[src/rtl/bicubic_phase_serializer.sv]
// Serializes one group of four bicubic phase sums into rounded, clamped 8-bit pixels.
// Optional clamp-event counter on port sat_cnt when BICUBIC_SAT_COUNT_EN is defined.

module bicubic_round_clamp #(
  parameter int IN_W  = 16,
  parameter int FRAC  = 7,
  parameter int PIX_W = 8
) (
  input  logic [IN_W-1:0]  ws,
  output logic [PIX_W-1:0] pix
`ifdef BICUBIC_SAT_COUNT_EN
  ,
  output logic             sat
`endif
);
  localparam logic signed [IN_W:0] HALF = (IN_W+1)'(2**(FRAC-1));
  localparam logic signed [IN_W:0] PMAX = (IN_W+1)'(2**PIX_W - 1);

  logic signed [IN_W:0] s, r;
  logic                 lo, hi;

  // one extra bit of headroom keeps s+HALF from overflowing at the positive limit
  assign s  = $signed({ws[IN_W-1], ws});
  assign r  = (s + HALF) >>> FRAC;
  assign lo = r < 0;
  assign hi = r > PMAX;

  always_comb begin
    pix = r[PIX_W-1:0];
    if (lo)      pix = '0;
    else if (hi) pix = '1;
  end

`ifdef BICUBIC_SAT_COUNT_EN
  assign sat = lo | hi;
`endif
endmodule

module bicubic_phase_serializer #(
  parameter int IN_W  = 16,
  parameter int FRAC  = 7,
  parameter int PIX_W = 8
) (
  input  logic             clk,
  input  logic             rst,
  input  logic             in_valid,
  output logic             in_ready,
  input  logic [IN_W-1:0]  ws_0,
  input  logic [IN_W-1:0]  ws_1,
  input  logic [IN_W-1:0]  ws_2,
  input  logic [IN_W-1:0]  ws_3,
  input  logic             in_last,
  output logic             out_valid,
  input  logic             out_ready,
  output logic [PIX_W-1:0] out_pix,
  output logic [1:0]       out_phase,
  output logic             out_last
`ifdef BICUBIC_SAT_COUNT_EN
  ,
  output logic [15:0]      sat_cnt
`endif
);
  localparam int NUM_PH = 4;

  typedef enum logic {IDLE, EMIT} state_t;

  state_t                          state_q, state_d;
  logic [1:0]                      ph;
  logic [NUM_PH-1:0][IN_W-1:0]     h;
  logic                            last_r;
  logic [NUM_PH-1:0][PIX_W-1:0]    pix_ph;
  logic                            accept, xfer, ph_end;

  assign ph_end = (ph == 2'd3);
  assign accept = in_valid & in_ready;
  assign xfer   = out_valid & out_ready;

  always_ff @(posedge clk or negedge rst) begin
    if (!rst) state_q <= IDLE;
    else      state_q <= state_d;
  end

  always_comb begin
    state_d = state_q;
    case (state_q)
      IDLE:    if (accept) state_d = EMIT;
      EMIT:    if (xfer && ph_end) state_d = accept ? EMIT : IDLE;
      default: state_d = IDLE;
    endcase
  end

  // in_ready opens on the final transfer so the next group loads without a bubble
  always_comb begin
    out_valid = (state_q == EMIT);
    in_ready  = (state_q == IDLE) | (out_ready & ph_end);
    out_phase = ph;
    out_last  = last_r & ph_end;
  end

  always_ff @(posedge clk or negedge rst) begin
    if (!rst) begin
      h      <= '0;
      last_r <= 1'b0;
      ph     <= 2'd0;
    end else if (accept) begin
      h      <= {ws_3, ws_2, ws_1, ws_0};
      last_r <= in_last;
      ph     <= 2'd0;
    end else if (xfer) begin
      ph     <= ph + 2'd1;
    end
  end

`ifdef BICUBIC_SAT_COUNT_EN
  logic [NUM_PH-1:0] sat_ph;
`endif

  for (genvar p = 0; p < NUM_PH; p++) begin : g_lane
    bicubic_round_clamp #(.IN_W(IN_W), .FRAC(FRAC), .PIX_W(PIX_W)) u_rc (
      .ws  (h[p]),
      .pix (pix_ph[p])
`ifdef BICUBIC_SAT_COUNT_EN
      ,
      .sat (sat_ph[p])
`endif
    );
  end

  assign out_pix = pix_ph[ph];

`ifdef BICUBIC_SAT_COUNT_EN
  always_ff @(posedge clk or negedge rst) begin
    if (!rst)                                        sat_cnt <= '0;
    else if (xfer && sat_ph[ph] && sat_cnt != 16'hFFFF) sat_cnt <= sat_cnt + 16'd1;
  end
`endif
endmodule
[config.mk]
export PLATFORM = sky130hd
export DESIGN_NAME = bicubic_phase_serializer
export DESIGN_NICKNAME = d
export VERILOG_FILES = /design/src/rtl/bicubic_phase_serializer.sv
export SDC_FILE = /design/constraint.sdc
export NUM_CORES = 1
export LEC_CHECK = 0
export BUFFER_PORTS_ARGS = -buffer_cell sky130_fd_sc_hd__buf_2
export CAP_MARGIN = 10
export CORE_MARGIN = 1.5
export CORE_UTILIZATION = 35
export DETAILED_ROUTE_END_ITERATION = 12
export SLEW_MARGIN = 20
export SYNTH_ARGS = -nofsm -noshare
export SYNTH_HDL_FRONTEND = slang
export SYNTH_SLANG_ARGS = --single-unit
[constraint.sdc]
create_clock -name clk -period 5.3 [get_ports clk]
set_input_delay 0.265 -clock clk [delete_from_list [all_inputs] [get_ports clk]]
set_output_delay 0.265 -clock clk [all_outputs]
set_load 0.01 [all_outputs]
==> results.md, run 1 <==
* Drt total wl at 5.92 mm
* Worst-path fanout max at 7
* Initial core utilization at 36.0%
* ANT cells at 0
* FF-to-FF Start: out_phase[1]$_DFFE_PN0P_
* CP Class: reg2out
* Vias per Instance at 5.08
* Pwr per Cell Area at 573 nW/um2
* Area delta synth->final at 18.7%
* Final nets at 405
* Worst Min Path Start: ws_0[12]
* Die ar. at 8440 um2
* Final setup TNS at 0 ns
* CTS tree: yes
* CP Buf/Inv Count at 1
* Synthesized instance count at 270
* Slew @ Worst Pin at 0.546 ns
* Cell chain of the critical path: ha_1, and3_1, and3_4, a31oi_4, nor3_2, o32a_1, buf_2
* GR Overflow Total at 0
* Startpoint Class: register
* Post-synth EDFFs at 0
* Core region area at 7690 um2
* Tot GR Track Use at 14.7%
* Max Slew Vio Count at 0
* Highest-delay cell along the critical path: dfrtp_1
* Overall Power at 1.88 mW
* Post-route ant nets at 0
* Die Width at 91.9 um
* Minimum clock period at 2.53 ns
* CTS root buf: clkbuf_8
* Post-CTS setup buffer count at 0
* RSZ-0062 raised after global routing: false
* Final-report hold violation count at 0
* Fin crit share at 47.8%
* Netlist cell types at 42
* Worst Hold Class: in2reg
* Hold slack at 0.189 ns
* Gpl congestion at 0.814
* VDD IR-drop max at 239 uV
* WL/cell at 13.6 um
* # IOs at 82
* Post-DP HPWL at 4.44 mm
* Final setup viols at 0
* Total CTS buffers at 5
* DRC viols at 0
* Critical path capture point type: output pin
* Fin area at 3280 um2
* Clock Skew at 0.00462 ns
* CTS H-Tree Depth at 2
* Via Count at 2,203
* Synth warnings at 0
* Vias in the first global route at 2,157
* Initial antenna violation count at 0
* First-pass GRT wire length at 9.96 mm
* Synth Cell Area at 2760 um2
* WP data required at 5.04 ns
* GR Layer Usage met1 at 19.4%
* Layout fillers at 812
* Core Rows at 32
* Largest delay share family, worst path: compound AO/OA/AOI/OAI gates
* Post-DP Area at 3160 um2
* Async SR Flop Fraction at 100%
* Outcome: finished clean
* Seq cells post-synth at 44
* CP arrival at 2.27 ns
* Share of layout cells above drive strength 1 at 36.1%
* Synthesized net count at 344
* DRT iter0 DRCs at 120
* Worst relative slew slack at 63.6%
* Clk buf depth at 2
* CP peak stage delay at 0.43 ns
* CTS sink cnt at 44
* Primary FF master, synth: dfrtp_1
* GRT busiest layer: met2
* Largest net degree at the start of global routing at 45
* Number of detailed-route iterations in the first pass at 4
* Seq/Total Area, Yosys at 39.8%
* Max_cap viols at 0
* Fin util at 42.7%
* PortBufs at 57
* Die height at 91.9 um
* GR Util met3 at 3.23%
* Clk slew on worst S/H paths at 0.08 ns
* Avg Cell Area, Syn at 10.2 um2
* Worst skew pair latency at 0.30 ns
* Met2 Use GR at 24.0%
* Max Freq at 395 MHz
* Worst Setup SP: h[6]$_DFFE_PN0P_
* Leakage at 1.45 nW
[path summary, 6_finish.rpt]
kind	end	cells after the start	slack, ns
hold reg to reg	last_r$_DFFE_PN0P_	1	0.51
max in group asynchronous	h[42]$_DFFE_PN0P_	2	4.43
setup / recovery	out_pix[5]	7	2.77
min in group asynchronous	out_valid$_DFF_PN0_	2	0.50
hold / removal	h[12]$_DFFE_PN0P_	2	0.19
setup reg to reg	h[43]$_DFFE_PN0P_	6	3.22
[stage by stage]
stage	setup WS [ns]	cells
after floorplan	3.37	270
after global placement	3.15	425
after detailed placement	3.11	425
after CTS	2.76	433
after global routing	2.66	434
final	2.77	434
[metal layers]
| layer | share of wire (%) | vias to the layer above |
|---|---|---|
| met2 | 45 | 41 |
| met3 | 3.6 | 7 |
| li1 | - | 1124 |
| met5 | 0 | - |
| met4 | 1.1 | 0 |
| met1 | 50 | 1031 |
[kinds of logic after synthesis]
| group | after synthesis | share of synthesized area, % |
|---|---|---|
| and+or+nand+nor | 87 | 17.3 |
| buffers and inverters | 11 | 1.72 |
| adders and majority gates | 5 | 2.26 |
| xor gates and xnor gates | 19 | 6.02 |
| AOI/OAI and AO/OA | 57 | 13.9 |
| muxes | 47 | 18.9 |
| DFF | 44 | 39.8 |
[power by group]
part | total (mW) | switching, mW | internal (mW)
Clock | 0.253 | 0.113 | 0.140
Sequential | 0.759 | 0.256 | 0.502
Combinational | 0.867 | 0.420 | 0.447
Total | 1.88 | 0.789 | 1.09
[layout make-up]
type,count,area [um2],area share [%]
flip-flops and latches,44,1100,33.6
inverters,6,22.5,0.687
multi-input cells,215,1620,49.3
repair buffers,59,305,9.31
clock buffers,6,72.6,2.21
clock inverters,2,35.0,1.07
well taps,102,128,3.89
[repair_timing]
action,4_1_cts,5_1_grt
hold buffers,0,1
resized for setup,0,0
endpoints found under the hold margin,0,18
[Yosys cell counts, types with 2 or more instances]
cell | count | share of area, %
o21ai_1 | 2 | 0.36
and3_4 | 2 | 0.81
a22o_1 | 2 | 0.63
and4_4 | 3 | 1.2
nand3_1 | 16 | 2.9
dfrtp_1 | 44 | 40
buf_2 | 5 | 0.91
ha_1 | 5 | 2.3
nor3_1 | 6 | 1.1
a31oi_1 | 4 | 0.91
nor2_1 | 15 | 2.0
a21oi_1 | 27 | 4.9
mux2_2 | 41 | 17
xor2_1 | 12 | 3.8
and4_1 | 2 | 0.63
o21ai_0 | 9 | 1.6
xnor2_1 | 7 | 2.2
nand2b_1 | 2 | 0.45
nand4_1 | 5 | 1.1
nand2_1 | 20 | 2.7
and3_1 | 7 | 1.6
a31oi_4 | 3 | 2.3
nor3_2 | 2 | 0.72
inv_1 | 6 | 0.81
mux2i_1 | 6 | 2.2
[sequential cells by signal, summed over array words and instances (netlist names)]
signal     flops
last_r         1
out_phase      2
h             40
out_valid      1
[cell usage in the layout (no fill, tap or decap), types with 3 or more instances in the layout]
cell      Yosys  routed
nand4_1       5       5
nand2_1      20      20
inv_1         6       6
xnor2_1       7       7
and3_1        7       7
mux2_2       41      41
dfrtp_1      44      44
a21oi_1      27      27
a31oi_4       3       3
nand3_1      16      16
xor2_1       12      12
ha_1          5       5
and4_4        3       3
nor2_1       15      15
a31oi_1       4       4
clkbuf_8      0       5
o21ai_0       9       9
buf_2         5      56
mux2i_1       6       6
nor3_1        6       6
Note: power is estimated with default switching activity, not from simulation.
==> run 2: changes to the inputs <==
==> constraint.sdc (replaced) <==
create_clock -name clk -period 2.1 [get_ports clk]
set_input_delay 0.105 -clock clk [delete_from_list [all_inputs] [get_ports clk]]
set_output_delay 0.105 -clock clk [all_outputs]
set_load 0.01 [all_outputs]
==> results.md, run 2 (synthesis gave the netlist of run 1 again) <==
* CTS tree: yes
* Initial antenna violation count at 0
* PortBufs at 57
* Die Width at 91.9 um
* Worst Hold Class: in2reg
* Share of layout cells above drive strength 1 at 48.5%
* Highest-delay cell along the critical path: dfrtp_1
* Die ar. at 8440 um2
* Clock share of power at 11.7%
* Number of detailed-route iterations in the first pass at 4
* Drt total wl at 6.49 mm
* Startpoint Class: register
* Die height at 91.9 um
* Seq. cell area at 1110 um2
* Top reg by flops: h
* Layout fillers at 753
* Via Count at 2,362
* Core region area at 7690 um2
* Switching Fraction at 41.5%
* Area delta synth->final at 32.1%
* GR Overflow Total at 0
* Final nets at 430
* Post-DP HPWL at 4.67 mm
* Max Slew Vio Count at 0
* ANT cells at 0
* Final setup viols at 2
* Worst skew pair latency at 0.29 ns
* Vias in the first global route at 2,220
* CTS root buf: clkbuf_8
* Placed cells at 432
* Slew @ Worst Pin at 0.547 ns
* VDD IR-drop max at 741 uV
* Switching pwr at 2.26 mW
* Clock Skew at 0.00547 ns
* Post-route ant nets at 0
* Max_cap viols at 0
* CTS sink cnt at 44
* Failing checks: negative setup slack
* Post-DP Area at 3220 um2
* CTS H-Tree Depth at 2
* Setup ws final at -0.0287 ns
* Max FFs per register at 40
* Clk slew on worst S/H paths at 0.08 ns
* Internal power at 3.19 mW
* WP data required at 2.00 ns
* Vias per Instance at 5.15
* CP arrival at 2.02 ns
* Cell chain of the critical path: ha_4, and3_4, and3_4, a31oi_4, buf_4, a21oi_2, nor3_2, a21oi_2, buf_2
* Combinational fraction of design power at 54.0%
* Worst relative slew slack at 63.5%
* CP peak stage delay at 0.43 ns
* Largest net degree at the start of global routing at 45
* Minimum clock period at 2.13 ns
* Final-report hold violation count at 0
* Max Freq at 470 MHz
* Commonest non-fill, non-tap cells in the layout: 57 x buf_2, 41 x mux2_2, 38 x dfrtp_1
* Fin util at 47.5%
* DRC viols at 0
* First-pass GRT wire length at 10.7 mm
* Leading cell type in the layout, fill and taps excluded: buf_2
* Critical path capture point type: output pin
* Multi-input gate area at 1770 um2
* DRT iter0 DRCs at 107
* Fin crit share at 101%
* Layout Cells excl Fill at 459
* Pwr per Cell Area at 1490 nW/um2
* # IOs at 82
* Clk buf depth at 2
* RSZ-0062 raised after global routing: true
* Fin area at 3650 um2
* WL/cell at 14.1 um
* Gpl congestion at 0.832
* Tot GR Track Use at 15.8%
* Leakage at 1.58 nW
* Hold slack at 0.0331 ns
* Total CTS buffers at 5
* Worst-path fanout max at 7
* Outcome: finished with violations
* Initial core utilization at 36.0%
* Core Rows at 32
* Sequential Power Share at 34.3%
* CP Class: reg2out
## run 2: routing by layer
metal	part of all wire, %	routed length, um	GRT usage (%)
met3	4.1	265	3.40
met2	48	3140	25.0
met1	47	3030	21.9
met4	0.88	57	4.10
met5	0	0	0
## run 2: final cells by class
type / count / share of cell area, %
clock inverters: 2 / 0.960
inverters: 6 / 0.617
flip-flops and latches: 44 / 30.4
repair buffers: 84 / 14.1
well taps: 102 / 3.50
multi-input cells: 215 / 48.5
clock buffers: 6 / 1.99
## run 2: final timing paths
kind	from	end	slack, ns	cells past startpoint
worst max-delay path	h[7]$_DFFE_PN0P_	out_pix[2]	-0.03	9
worst min-delay path	ws_1[12]	h[28]$_DFFE_PN0P_	0.03	2
worst max register to register	out_phase[0]$_DFFE_PN0P_	h[45]$_DFFE_PN0P_	0.41	6
min in group asynchronous	rst	out_valid$_DFF_PN0_	0.41	3
worst min register to register	last_r$_DFFE_PN0P_	last_r$_DFFE_PN0P_	0.51	1
max in group asynchronous	rst	h[54]$_DFFE_PN0P_	1.28	3
## run 2: stage by stage
stage	setup TNS [ns]	power (mW)	setup slack, ns
global placement	0	4.18	0.141
global route	-0.524	5.88	-0.113
finish	-0.0334	5.45	-0.0287
floorplan	0	3.44	0.330
CTS	-0.0363	5.15	-0.0262
detailed placement	0	4.24	0.0926
## run 2: power groups by stage
stage               Combinational [mW]  Clock [mW]  Sequential, mW
floorplan                         1.68           0            1.75
global placement                  2.36           0            1.81
detailed placement                2.40           0            1.84
CTS                               2.65       0.658            1.84
global route                      3.23       0.698            1.95
finish                            2.94       0.640            1.87
## run 2: worst max-delay path: cells and delay by family, from the launching register on
kind | cells | cell delay [ns]
simple gates | 3 | 0.46
flops | 1 | 0.43
compound gates | 3 | 0.34
buf+inv | 2 | 0.31
fa+ha+maj | 1 | 0.19
## run 2: repair_timing
| item | CTS | global route |
|---|---|---|
| buffers inserted | 7 | 11 |
| pin swaps | 9 | 6 |
| endpoints found under the hold margin | 44 | 0 |
| setup endpoints to repair | 8 | 8 |
| gates resized for setup | 21 | 18 |
| cloned | 0 | 0 |
| hold buffers | 1 | 0 |
